File: config.mk
export PLATFORM = sky130hd
export DESIGN_NAME = mem_scan_ctrl
export DESIGN_NICKNAME = d
export VERILOG_FILES = /design/src/rtl/mem_scan_ctrl.sv
export SDC_FILE = /design/constraint.sdc
export NUM_CORES = 1
export LEC_CHECK = 0
export BUFFER_PORTS_ARGS = -buffer_cell sky130_fd_sc_hd__clkbuf_2
export CAP_MARGIN = 20
export CORE_ASPECT_RATIO = 1.75
export CORE_MARGIN = 2
export CORE_UTILIZATION = 50
export CTS_BUF_LIST = sky130_fd_sc_hd__clkbuf_4 sky130_fd_sc_hd__clkbuf_8
export DETAILED_ROUTE_END_ITERATION = 8
export HOLD_SLACK_MARGIN = 0.1
export PLACE_DENSITY = 0.89
export SYNTH_ARGS = -nofsm -noshare
export SYNTH_HDL_FRONTEND = slang
export SYNTH_SLANG_ARGS = --single-unit
File: constraint.sdc
create_clock -name clk -period 2.5 [get_ports clk]
set_clock_uncertainty 0.2 [all_clocks]
set_input_delay 0 -clock clk [delete_from_list [all_inputs] [get_ports clk]]
set_output_delay 0 -clock clk [all_outputs]
set_load 0.05 [all_outputs]
File: src/rtl/mem_scan_ctrl.sv
// Memory scan controller: steps through one of several memory banks at a
// selectable rate, fetching one word per step for display, with pause/step/bank controls.
module mem_scan_ctrl #(
  parameter int CLK_FREQ   = 100_000_000,
  parameter int ADDR_W     = 7,
  parameter int DATA_W     = 32,
  parameter int NUM_BANKS  = 2,
  parameter int SPD_LEVELS = 4,
  parameter int TIMEOUT    = 16,
  localparam int BANK_W    = (NUM_BANKS > 1) ? $clog2(NUM_BANKS) : 1,
  localparam int SPD_W     = (SPD_LEVELS > 1) ? $clog2(SPD_LEVELS) : 1
) (
  input  logic              clk,
  input  logic              rst,
  input  logic              btn_pause,
  input  logic              btn_spdup,
  input  logic              btn_spddn,
  input  logic              btn_step,
  input  logic              btn_bank,
  output logic              rd_en,
  output logic [BANK_W-1:0] rd_bank,
  output logic [ADDR_W-1:0] rd_addr,
  input  logic              rd_valid,
  input  logic [DATA_W-1:0] rd_data,
  output logic [DATA_W-1:0] disp_data,
  output logic [ADDR_W-1:0] disp_addr,
  output logic [BANK_W-1:0] disp_bank,
  output logic [SPD_W-1:0]  spd_level,
  output logic              paused,
  output logic              rd_err
);

  localparam int TICK_W = (CLK_FREQ > 1) ? $clog2(CLK_FREQ) : 1;
  localparam int TO_W   = (TIMEOUT > 1) ? $clog2(TIMEOUT) : 1;

  typedef enum logic [1:0] {S_RUN, S_FETCH, S_PAUSED} state_t;

  state_t              state_reg, state_next;
  logic                armed_reg;
  logic [ADDR_W-1:0]   cur_addr_reg, cur_addr_next;
  logic [BANK_W-1:0]   cur_bank_reg, cur_bank_next;
  logic [SPD_W-1:0]    spd_reg, spd_next;
  logic                paused_reg, paused_next;
  logic [TICK_W-1:0]   tick_reg, tick_next;
  logic [TO_W-1:0]     to_cnt_reg, to_cnt_next;
  logic [DATA_W-1:0]   disp_data_reg, disp_data_next;
  logic [ADDR_W-1:0]   disp_addr_reg, disp_addr_next;
  logic [BANK_W-1:0]   disp_bank_reg, disp_bank_next;
  logic                rd_err_reg, rd_err_next;
  logic [ADDR_W-1:0]   addr_inc;
  logic [BANK_W-1:0]   bank_inc;

  // Terminal tick value per speed level; level k halves the period, never below 1.
  logic [TICK_W-1:0] period_m1 [SPD_LEVELS];
  for (genvar gi = 0; gi < SPD_LEVELS; gi++) begin : g_period
    localparam int PER = ((CLK_FREQ >> gi) > 0) ? (CLK_FREQ >> gi) : 1;
    assign period_m1[gi] = TICK_W'(PER - 1);
  end

  assign addr_inc = cur_addr_reg + ADDR_W'(1);
  assign bank_inc = (cur_bank_reg == BANK_W'(NUM_BANKS - 1)) ? '0 : cur_bank_reg + BANK_W'(1);

  always_comb begin
    state_next     = state_reg;
    cur_addr_next  = cur_addr_reg;
    cur_bank_next  = cur_bank_reg;
    tick_next      = '0;
    to_cnt_next    = '0;
    paused_next    = paused_reg ^ btn_pause;
    disp_data_next = disp_data_reg;
    disp_addr_next = disp_addr_reg;
    disp_bank_next = disp_bank_reg;
    rd_err_next    = 1'b0;

    spd_next = spd_reg;
    if (btn_spdup && !btn_spddn && spd_reg != SPD_W'(SPD_LEVELS - 1))
      spd_next = spd_reg + SPD_W'(1);
    else if (btn_spddn && !btn_spdup && spd_reg != '0)
      spd_next = spd_reg - SPD_W'(1);

    case (state_reg)
      S_RUN: begin
        if (btn_pause) begin
          state_next = S_PAUSED;
        end else if (btn_bank) begin
          cur_bank_next = bank_inc;
          state_next    = S_FETCH;
        end else if (spd_next != spd_reg) begin
          tick_next = '0;
        end else if (tick_reg == period_m1[spd_reg]) begin
          cur_addr_next = addr_inc;
          state_next    = S_FETCH;
        end else begin
          tick_next = tick_reg + TICK_W'(1);
        end
      end
      S_PAUSED: begin
        if (btn_pause) begin
          state_next = S_RUN;
        end else if (btn_bank) begin
          cur_bank_next = bank_inc;
          state_next    = S_FETCH;
        end else if (btn_step) begin
          cur_addr_next = addr_inc;
          state_next    = S_FETCH;
        end
      end
      S_FETCH: begin
        // The first cycle out of reset sits here unarmed, so no request is issued yet.
        if (armed_reg) begin
          if (rd_valid) begin
            disp_data_next = rd_data;
            disp_addr_next = cur_addr_reg;
            disp_bank_next = cur_bank_reg;
            state_next     = paused_next ? S_PAUSED : S_RUN;
          end else if (to_cnt_reg == TO_W'(TIMEOUT - 1)) begin
            disp_data_next = '1;
            disp_addr_next = cur_addr_reg;
            disp_bank_next = cur_bank_reg;
            rd_err_next    = 1'b1;
            state_next     = paused_next ? S_PAUSED : S_RUN;
          end else begin
            to_cnt_next = to_cnt_reg + TO_W'(1);
          end
        end
      end
      default: state_next = S_FETCH;
    endcase
  end

  always_ff @(posedge clk or posedge rst) begin
    if (rst) begin
      state_reg     <= S_FETCH;
      armed_reg     <= 1'b0;
      cur_addr_reg  <= '0;
      cur_bank_reg  <= '0;
      spd_reg       <= '0;
      paused_reg    <= 1'b0;
      tick_reg      <= '0;
      to_cnt_reg    <= '0;
      disp_data_reg <= '0;
      disp_addr_reg <= '0;
      disp_bank_reg <= '0;
      rd_err_reg    <= 1'b0;
    end else begin
      state_reg     <= state_next;
      armed_reg     <= 1'b1;
      cur_addr_reg  <= cur_addr_next;
      cur_bank_reg  <= cur_bank_next;
      spd_reg       <= spd_next;
      paused_reg    <= paused_next;
      tick_reg      <= tick_next;
      to_cnt_reg    <= to_cnt_next;
      disp_data_reg <= disp_data_next;
      disp_addr_reg <= disp_addr_next;
      disp_bank_reg <= disp_bank_next;
      rd_err_reg    <= rd_err_next;
    end
  end

  // armed_reg clears asynchronously, so a reset mid-fetch drops the request at once.
  assign rd_en     = (state_reg == S_FETCH) && armed_reg;
  assign rd_addr   = cur_addr_reg;
  assign rd_bank   = cur_bank_reg;
  assign disp_data = disp_data_reg;
  assign disp_addr = disp_addr_reg;
  assign disp_bank = disp_bank_reg;
  assign spd_level = spd_reg;
  assign paused    = paused_reg;
  assign rd_err    = rd_err_reg;

endmodule
==> flow_summary.yaml <==
status:
  run_status: "finished, violations left"
  failed_checks: "negative setup slack"
critical_path:
  worst_reg2reg_endpoint: "rd_addr[3]$_DFFE_PP0P_"
  critPathRequiredTime_ns: 2.59
  worst-endpoint-arrival_ns: 2.93
  critical_path.max_fanout: 5
  worstSetupStartpointType: "flip-flop"
  timing.critical_path.to_type: "flip-flop"
  crit-reg2reg-launch: "spd_level[1]$_DFF_PP0_"
  worst-r2r-setup-slack_ns: -0.34
  rr_worst_depth: 9
  critical_path_origin: "spd_level[1]$_DFF_PP0_"
  crit_type: "flip-flop to flip-flop"
clock_network:
  worst_skew_pair.late_latency_ns: 0.37
  cts_root_buffer: "sky130_fd_sc_hd__clkbuf_8"
  cts_num_sinks: 86
  htree_num_levels: 3
  cts_inserted_buffers: 9
  cts.path.max_buffers: 2
  worst_path_clk_slew_ns: 0.10
  cts_tree: "done"
route:
  num_vias: 3615
  route.antenna.remaining_nets: 0
  dr.pass1.iters: 6
  avgViaCountPerCell: 6.15
  routedWlPerCell_um: 22.4
  wl_um: 13100
  drcViolationCount: 0
  drtIter0Drc: 517
global_routing:
  first_global_vias: 3689
  grt_max_degree: 63
  globalRouteTotalUtil: 0.295
  grt_pass1_wl_um: 19100
  antenna_found_initial: 0
  grt_remaining_overflow: 0
timing:
  min_period_ns: 2.84
  final-setup-viol-count: 32
  min_period_over_period: 1.14
  rsz0062_at_grt: "yes"
  worst_slew_margin_rel: 0.567
  final.setup.worst_slack_ns: -0.342
  fmaxAchievable_mhz: 352
  timing.final.max_slew_violations: 0
  hold_violations: 0
  max_slew.worst_pin.slew_ns: 0.647
synth:
  synthesis.instances: 343
  cell_accounting_for_the_most_synthesized_area: "sky130_fd_sc_hd__dfrtp_1"
  number_of_register_bits_inferred_by_synthesis: 86
  ys_dominant_reg_cell: "sky130_fd_sc_hd__dfrtp_1"
  yosys-top-cells-area: "sky130_fd_sc_hd__dfrtp_1, sky130_fd_sc_hd__o22a_1, sky130_fd_sc_hd__xor2_1"
  synthesis.area_mm2: 0.00388
  synth_sequential_area_ratio: 0.555
  postSynthAreaPerCell_um2: 11.3
  yosys_warnings: 0
  asyncSetResetFlopFracSynth: 1.00
  synth-edff-count: 0
  synth_nets: 390
  post_synth_num_cell_types: 45
  yosys.area.top_type_share: 0.548
die:
  coreArea_mm2: 0.00757
  initial_utilization: 0.513
  ios: 93
  die_x_um: 70.6
  chipHeight_um: 121
  fp-row-count: 42
  dieArea_mm2: 0.00851
placement:
  routabilityCongestion: 0.974
  placement.io_buffers: 92
  place_ws_ns: 0.0224
  place_hpwl_um: 6880
  postPlaceCellArea_mm2: 0.00455
pwr:
  power.net_switching_mw: 3.17
  power-per-cell-area_mw_per_mm2: 1210
  clkPwrFrac: 0.161
  post-layout-total-power_mw: 6.39
  peakVddDrop_mv: 0.741
  share_seq_of_total_power: 0.344
  comb_power_frac: 0.495
  internal-power_mw: 3.22
  p_leak_nw: 2.35
  power.switching_fraction: 0.496
layout:
  nNetsFinal: 542
  fin_area_mm2: 0.00527
  final_common_cell: "sky130_fd_sc_hd__clkbuf_2"
  layout_overhead_on_the_synthesized_area_pct: 35.8
  filler_cell_count: 485
  max_reg_flops: 32
  total_inserted_antenna_cells: 0
  layout_cells_sized_above_1: 0.312
  layout_common_cells: "sky130_fd_sc_hd__clkbuf_2, sky130_fd_sc_hd__dfrtp_1, sky130_fd_sc_hd__nor2_1, sky130_fd_sc_hd__dlygate4sd3_1, sky130_fd_sc_hd__o22a_1"
min_path:
  min-delay-path-class: "primary input to flip-flop"
  worstHoldPathCells: 3
  hold_start: "rd_data[13]"
  min_to: "disp_data[13]$_DFFE_PP0P_"
run:
  drv_cap: 0
[timing repair]
action,CTS,global route
endpoints found under the hold margin,118,17
hold buffers,42,1
pin swaps,0,3
gates resized for setup,2,8
setup buffers,0,2
endpoints found under the setup margin,3,33
[synthesized netlist by cell type (4+ instances only)]
library cell / instances
sky130_fd_sc_hd__a21oi_1: 7
sky130_fd_sc_hd__nand3_1: 18
sky130_fd_sc_hd__mux2_2: 8
sky130_fd_sc_hd__o22a_1: 32
sky130_fd_sc_hd__ha_1: 7
sky130_fd_sc_hd__nand2_1: 19
sky130_fd_sc_hd__a211oi_1: 6
sky130_fd_sc_hd__inv_1: 12
sky130_fd_sc_hd__buf_2: 4
sky130_fd_sc_hd__nand2b_1: 4
sky130_fd_sc_hd__o21ai_0: 4
sky130_fd_sc_hd__clkbuf_1: 7
sky130_fd_sc_hd__nor3_1: 5
sky130_fd_sc_hd__and3_1: 5
sky130_fd_sc_hd__nand4_1: 5
sky130_fd_sc_hd__dfrtp_1: 85
sky130_fd_sc_hd__xnor2_1: 16
sky130_fd_sc_hd__xor2_1: 23
sky130_fd_sc_hd__nor2_1: 43
[area by class of cell]
class | count | area (µm²) | area share
inverter | 12 | 46.3 | 0.00879
tap | 88 | 110 | 0.0209
timing repair buffer | 153 | 1060 | 0.202
clock inverter | 5 | 58.8 | 0.0112
sequential | 86 | 2160 | 0.409
multi-input combinational | 233 | 1690 | 0.320
clock buffer | 11 | 145 | 0.0276
[power groups by stage]
| stage | registers [mW] | clock network [mW] | logic, mW |
|---|---|---|---|
| floorplan | 3.44 | 0 | 0.813 |
| global placement | 2.11 | 0 | 2.78 |
| detailed placement | 2.14 | 0 | 2.85 |
| CTS | 2.12 | 1.01 | 2.95 |
| global route | 2.22 | 1.10 | 3.28 |
| finish | 2.20 | 1.03 | 3.16 |
[how the worst max path moves through the flow]
stage / to / slack (ns) / depth (start not counted)
6_report: rd_addr[3]$_DFFE_PP0P_ / -0.34 / 9
5_1_grt: rd_addr[1]$_DFFE_PP0P_ / -0.30 / 8
4_1_cts: rd_addr[3]$_DFFE_PP0P_ / 0.03 / 9
3_5_place_dp: rd_addr[3]$_DFFE_PP0P_ / 0.02 / 9
3_3_place_gp: rd_addr[3]$_DFFE_PP0P_ / 0.13 / 9
2_1_floorplan: rd_addr[1]$_DFFE_PP0P_ / -0.21 / 8
[critical path, stage by stage (launching register included)]
cell and delay (ns):
sky130_fd_sc_hd__dfrtp_2 0.44, sky130_fd_sc_hd__inv_2 0.10, sky130_fd_sc_hd__ha_1 0.17, sky130_fd_sc_hd__buf_4 0.13, sky130_fd_sc_hd__a41oi_1 0.23, sky130_fd_sc_hd__a2111oi_4 0.47
sky130_fd_sc_hd__nand4_2 0.20, sky130_fd_sc_hd__buf_4 0.21, sky130_fd_sc_hd__a211oi_1 0.40, sky130_fd_sc_hd__xor2_1 0.21
[through the flow]
step	instances	setup TNS (ns)	hold WS, ns	utilization
6_report	588	-2.97	0.183	0.696
3_5_place_dp	526	0	0.0154	0.601
3_3_place_gp	526	0	0.0112	0.601
5_1_grt	588	-2.57	0.180	0.696
4_1_cts	584	0	0.178	0.686
2_1_floorplan	343	-0.572	-0.121	-
[logic make-up (layout without fill, tap and decap cells)]
logic type	count (synthesis)	in the layout	share of synthesized area
compound gates	63	63	0.134
xor+xnor	39	39	0.0880
fa+ha+maj	7	7	0.0226
buf+inv	24	181	0.0271
flops	86	86	0.555
mux	9	9	0.0261
other cells	1	1	0.000967
simple gates	114	114	0.146
[per-layer routing]
| layer | wire, µm | track usage | vias to the layer above |
|---|---|---|---|
| met4 | 1040 | 0.197 | 0 |
| met3 | 868 | 0.0600 | 89 |
| met5 | 0 | 0 | - |
| li1 | - | - | 1518 |
| met2 | 6940 | 0.521 | 244 |
| met1 | 4310 | 0.309 | 1764 |
Note: power is estimated with default switching activity, not from simulation.
